### src/rtl/demux_pkg.sv
// rtl/demux_pkg.sv - shared select encoding and defaults for the 1:2 stream demux
package demux_pkg;

    // Same select encoding as the 2:1 datapath mux
    localparam logic SEL_A = 1'b0;
    localparam logic SEL_B = 1'b1;

    localparam int DEFAULT_WIDTH = 32;

endpackage

### src/rtl/stream_fifo.sv
// rtl/stream_fifo.sv - small synchronous FIFO with registered occupancy and zeroed empty head
module stream_fifo #(
    parameter  int WIDTH = 32,
    parameter  int DEPTH = 2,
    localparam int CW    = $clog2(DEPTH) + 1,
    localparam int PW    = $clog2(DEPTH)
) (
    input  logic             clk,
    input  logic             rst_n,
    input  logic             push,
    input  logic [WIDTH-1:0] push_data,
    output logic             full,
    input  logic             pop,
    output logic             head_valid,
    output logic [WIDTH-1:0] head_data,
    output logic [CW-1:0]    count
);

    logic [WIDTH-1:0] mem [DEPTH];
    logic [PW-1:0]    wr_ptr;
    logic [PW-1:0]    rd_ptr;
    logic             do_push;
    logic             do_pop;

    // A full FIFO never takes a push, even if it is popped in the same cycle
    assign full       = (count == CW'(DEPTH));
    assign head_valid = (count != '0);
    assign do_push    = push && !full;
    assign do_pop     = pop && head_valid;
    assign head_data  = head_valid ? mem[rd_ptr] : '0;

    // Pointers wrap modulo DEPTH; count tracks net push/pop per cycle
    always_ff @(posedge clk or negedge rst_n) begin
        if (!rst_n) begin
            wr_ptr <= '0;
            rd_ptr <= '0;
            count  <= '0;
        end else begin
            if (do_push) begin
                wr_ptr <= wr_ptr + PW'(1);
            end
            if (do_pop) begin
                rd_ptr <= rd_ptr + PW'(1);
            end
            case ({do_push, do_pop})
                2'b10:   count <= count + CW'(1);
                2'b01:   count <= count - CW'(1);
                default: count <= count;
            endcase
        end
    end

    // Storage needs no reset: the head is masked to zero whenever count is zero
    always_ff @(posedge clk) begin
        if (do_push) begin
            mem[wr_ptr] <= push_data;
        end
    end

endmodule

### src/rtl/demux_1to2_stream.sv
// rtl/demux_1to2_stream.sv - registered 1:2 stream demux steering each beat to A or B by in_sel
module demux_1to2_stream
    import demux_pkg::*;
#(
    parameter  int WIDTH = DEFAULT_WIDTH,
    parameter  int DEPTH = 2,
    localparam int CW    = $clog2(DEPTH) + 1
) (
    input  logic             clk,
    input  logic             rst_n,
    input  logic             in_valid,
    output logic             in_ready,
    input  logic             in_sel,
    input  logic [WIDTH-1:0] in_data,
    output logic             a_valid,
    input  logic             a_ready,
    output logic [WIDTH-1:0] a_data,
    output logic             b_valid,
    input  logic             b_ready,
    output logic [WIDTH-1:0] b_data,
    output logic [CW-1:0]    a_count,
    output logic [CW-1:0]    b_count
);

    logic full_a;
    logic full_b;
    logic push_a;
    logic push_b;
    logic accept;

    // Ready looks only at the selected side's occupancy, never at the consumers' ready
    assign in_ready = (in_sel == SEL_B) ? !full_b : !full_a;
    assign accept   = in_valid && in_ready;
    assign push_a   = accept && (in_sel == SEL_A);
    assign push_b   = accept && (in_sel == SEL_B);

    stream_fifo #(
        .WIDTH (WIDTH),
        .DEPTH (DEPTH)
    ) u_fifo_a (
        .clk        (clk),
        .rst_n      (rst_n),
        .push       (push_a),
        .push_data  (in_data),
        .full       (full_a),
        .pop        (a_ready),
        .head_valid (a_valid),
        .head_data  (a_data),
        .count      (a_count)
    );

    stream_fifo #(
        .WIDTH (WIDTH),
        .DEPTH (DEPTH)
    ) u_fifo_b (
        .clk        (clk),
        .rst_n      (rst_n),
        .push       (push_b),
        .push_data  (in_data),
        .full       (full_b),
        .pop        (b_ready),
        .head_valid (b_valid),
        .head_data  (b_data),
        .count      (b_count)
    );

endmodule
### config.mk
export PLATFORM = sky130hd
export DESIGN_NAME = demux_1to2_stream
export DESIGN_NICKNAME = d
export VERILOG_FILES = /design/src/rtl/demux_pkg.sv /design/src/rtl/stream_fifo.sv /design/src/rtl/demux_1to2_stream.sv
export SDC_FILE = /design/constraint.sdc
export NUM_CORES = 1
export LEC_CHECK = 0
export ABC_AREA = 0
export CAP_MARGIN = 20
export CORE_ASPECT_RATIO = 1.5
export CORE_MARGIN = 5
export CORE_UTILIZATION = 25
export DETAILED_ROUTE_END_ITERATION = 10
export DONT_BUFFER_PORTS = 1
export GPL_ROUTABILITY_DRIVEN = 1
export PLACE_DENSITY = 0.43
export SETUP_SLACK_MARGIN = 0.3
export SYNTH_ARGS = -nofsm -noshare
export SYNTH_HDL_FRONTEND = slang
export SYNTH_SLANG_ARGS = --single-unit
### constraint.sdc
create_clock -name clk -period 2.3 [get_ports clk]
set_input_delay 0.46 -clock clk [delete_from_list [all_inputs] [get_ports clk]]
set_output_delay 0.46 -clock clk [all_outputs]
set_load 0.02 [all_outputs]
==> results by group <==
Synthesis
  • Synth Flop Type: edfxtp_1
  • Post-synth EDFFs: between 100 and 150
  • Yosys top cell by area: edfxtp_1
  • Top-area cell type share of the netlist area: 0.729
  • Mapped Cells: ~310
  • Post-synth cell types: 17
  • #FFs+latches synth: around 140
  • Synth area leaders: edfxtp_1, mux2i_1, nor2_1, dfrtp_1, buf_6
  • Mapped Area: roughly 5300 um^2
  • Ys Warns: 0
  • Asr flop ratio synth: 0.0588
  • Post-Syn Area per Cell: roughly 17 um^2
  • Seq/Total Area, Yosys: 0.767
  • Syn nets: about 350

Die
  • Ports: around 110
  • Full die area: between 20000 and 25000 um^2
  • Row count: 65
  • Die X: ~130 um
  • Core ar.: ~21000 um^2
  • Starting density of the core: 0.252
  • Die height: 188 um

Detailed routing
  • Avg Vias per Cell: 4.14
  • DR pass1 iterations: 4
  • Routed WL per cell: approximately 20 um
  • Final wirelength: roughly 12000 um
  • DR iter-0 viols: 93
  • Post-route DRC: 0
  • Final antenna-violating net count: 0
  • Vias: between 2000 and 3000

Critical path
  • Setup CP Type: flop to primary output
  • CP cell instances: buf_12, mux2i_1, nor2_2
  • Worst setup EP type: primary output
  • Slowest-stage cell, CP: dfrtp_4
  • Worst Setup Start Kind: flop
  • Max incr delay on CP: roughly 0.54 ns
  • CP required: ~1.8 ns
  • CP arrival: approximately 1.5 ns
  • WP buf/inv: 1
  • Crit-path leading delay family: flip-flops
  • Max FO, Critical Path: 18

Finish
  • Ant. Diodes: 0
  • Nets: around 370
  • Fill cells: 2032
  • Register area: just over 4000 um^2
  • Footprint of the multi-input gates: ~1400 um^2
  • Share of layout cells above drive strength 1: 0.361
  • Commonest non-fill, non-tap cell in the layout: edfxtp_1
  • P&R area growth vs syn: 25.9%
  • Post-route cell area: 6640 um^2
  • Commonest cells after routing, fill and taps aside: edfxtp_1, mux2i_1, nor2_2

Clock tree
  • CTS tree: yes
  • Clk slew on worst S/H paths: ~0.05 ns
  • H-tree depth: 4
  • Skew-Pair Late Insertion Delay: just over 0.4 ns
  • CTS root buffer: clkbuf_16
  • CTS Buf Count: 17
  • Clock buffer depth: 2
  • CTS Sinks: ~140

Timing
  • Minimum clock period: ~2.0 ns
  • Setup ws final: 0.306 ns
  • Max_slew headroom: 0.713
  • Clk_skew: approximately 0.0062 ns
  • Final worst-path cycle share: 0.867
  • Worst-margin pin slew: around 0.43 ns
  • RSZ-0062 raised after global routing: yes
  • Final setup fails: 0
  • Max Fclk: between 500 and 600 MHz
  • Final Max Slew Viols: 0
  • Final hold vios: 0
  • Setup TNS: 0 ns

Placement
  • DPL Wire Length: around 7400 um
  • Place WS: around 0.4 ns
  • Gp weighted congestion: roughly 0.65
  • Placed inst area: 5710 um^2
  • PortBufs: 0

Run
  • Maxcap violations: 0

GRT
  • Vias in the first global route: between 2000 and 3000
  • Initial antenna violation count: 0
  • GRT overflow: 0
  • Pin count of the biggest net entering global routing: 33
  • First-pass GRT wire length: around 19000 um
  • GRT Util Overall: 0.107

Min path
  • Hold crit path type: input pin to flop

Power
  • Pwr Total: approximately 9.5 mW
  • Peak supply drop: between 0.5 and 0.6 mV
  • Leak: 2.28 nW
  • Power Dens Cells: 1430 nW/um^2

Outcome
  • Status: completed
[repair_timing]
| action | CTS | global route |
|---|---|---|
| resized for setup | 76 | 18 |
| cloned | 2 | 0 |
| hold buffers | 1 | 0 |
| pin swaps | 17 | 3 |
| buffers inserted | 4 | 0 |
| endpoints found under the hold margin | 8 | 0 |
| endpoints found under the setup margin | 66 | 66 |
[sequential cells by signal (all words and copies together) (netlist names)]
signal	flops
u_fifo_a.wr_ptr	1
u_fifo_a.rd_ptr	1
u_fifo_b.mem	64
u_fifo_b.rd_ptr	1
u_fifo_a.count	2
u_fifo_b.count	2
u_fifo_a.mem	64
u_fifo_b.wr_ptr	1
[where the power goes]
group / total (mW) / switching (mW) / internal, mW / leakage [nW]
Sequential: 3.38 / 0.253 / 3.13 / 1.26
Combinational: 3.68 / 2.41 / 1.27 / 0.769
Clock: 2.43 / 0.966 / 1.47 / 0.253
[kinds of logic (layout without fill, tap and decap cells)]
| family | Yosys count | after routing | synth area share |
|---|---|---|---|
| flops | 136 | 136 | 0.767 |
| simple gates | 78 | 78 | 0.0638 |
| mux | 65 | 65 | 0.124 |
| buf+inv | 18 | 55 | 0.0242 |
| xor+xnor | 10 | 10 | 0.0166 |
| fa+ha+maj | 2 | 2 | 0.00475 |
[through the flow]
stage	instances	utilization	hold slack [ns]
final	614	0.318	0.138
after global placement	576	0.273	0.165
after detailed placement	576	0.273	0.165
after CTS	614	0.314	0.106
after floorplan	309	-	0.164
after global routing	614	0.318	0.104
[final timing paths]
kind,slack [ns],cells after the start,to,from
setup / recovery,0.31,3,a_data[26],u_fifo_a.rd_ptr
setup reg to reg,0.52,7,u_fifo_b.count[1],u_fifo_b.count[1]
hold reg to reg,0.56,1,u_fifo_a.wr_ptr,u_fifo_a.wr_ptr
hold / removal,0.14,0,u_fifo_b.mem[0][13],in_data[13]
max in group asynchronous,1.54,1,u_fifo_a.rd_ptr,rst_n
min in group asynchronous,0.42,1,u_fifo_b.count[1],rst_n
[metal layers]
layer	track usage	vias up	share of wire
li1	-	1178	-
met1	0.108	1290	0.36
met2	0.191	63	0.57
met3	0.0430	14	0.058
met4	0.0473	0	0.017
met5	0	-	0
[synthesized netlist by cell type (all sizes together), types with 2 or more instances]
master,instances
edfxtp,128
nor2,72
mux2i,64
buf,14
dfrtp,8
xnor2,6
inv,4
xor2,4
and2,2
ha,2
nand2b,2
[final cells by class]
type / count / area share
clock buffers: 22 / 0.0669
clock inverters: 9 / 0.0119
inverters: 4 / 0.00226
multi-input cells: 155 / 0.209
flip-flops and latches: 136 / 0.611
well taps: 268 / 0.0505
repair buffers: 20 / 0.0484
Note: power is estimated with default switching activity, not from simulation.
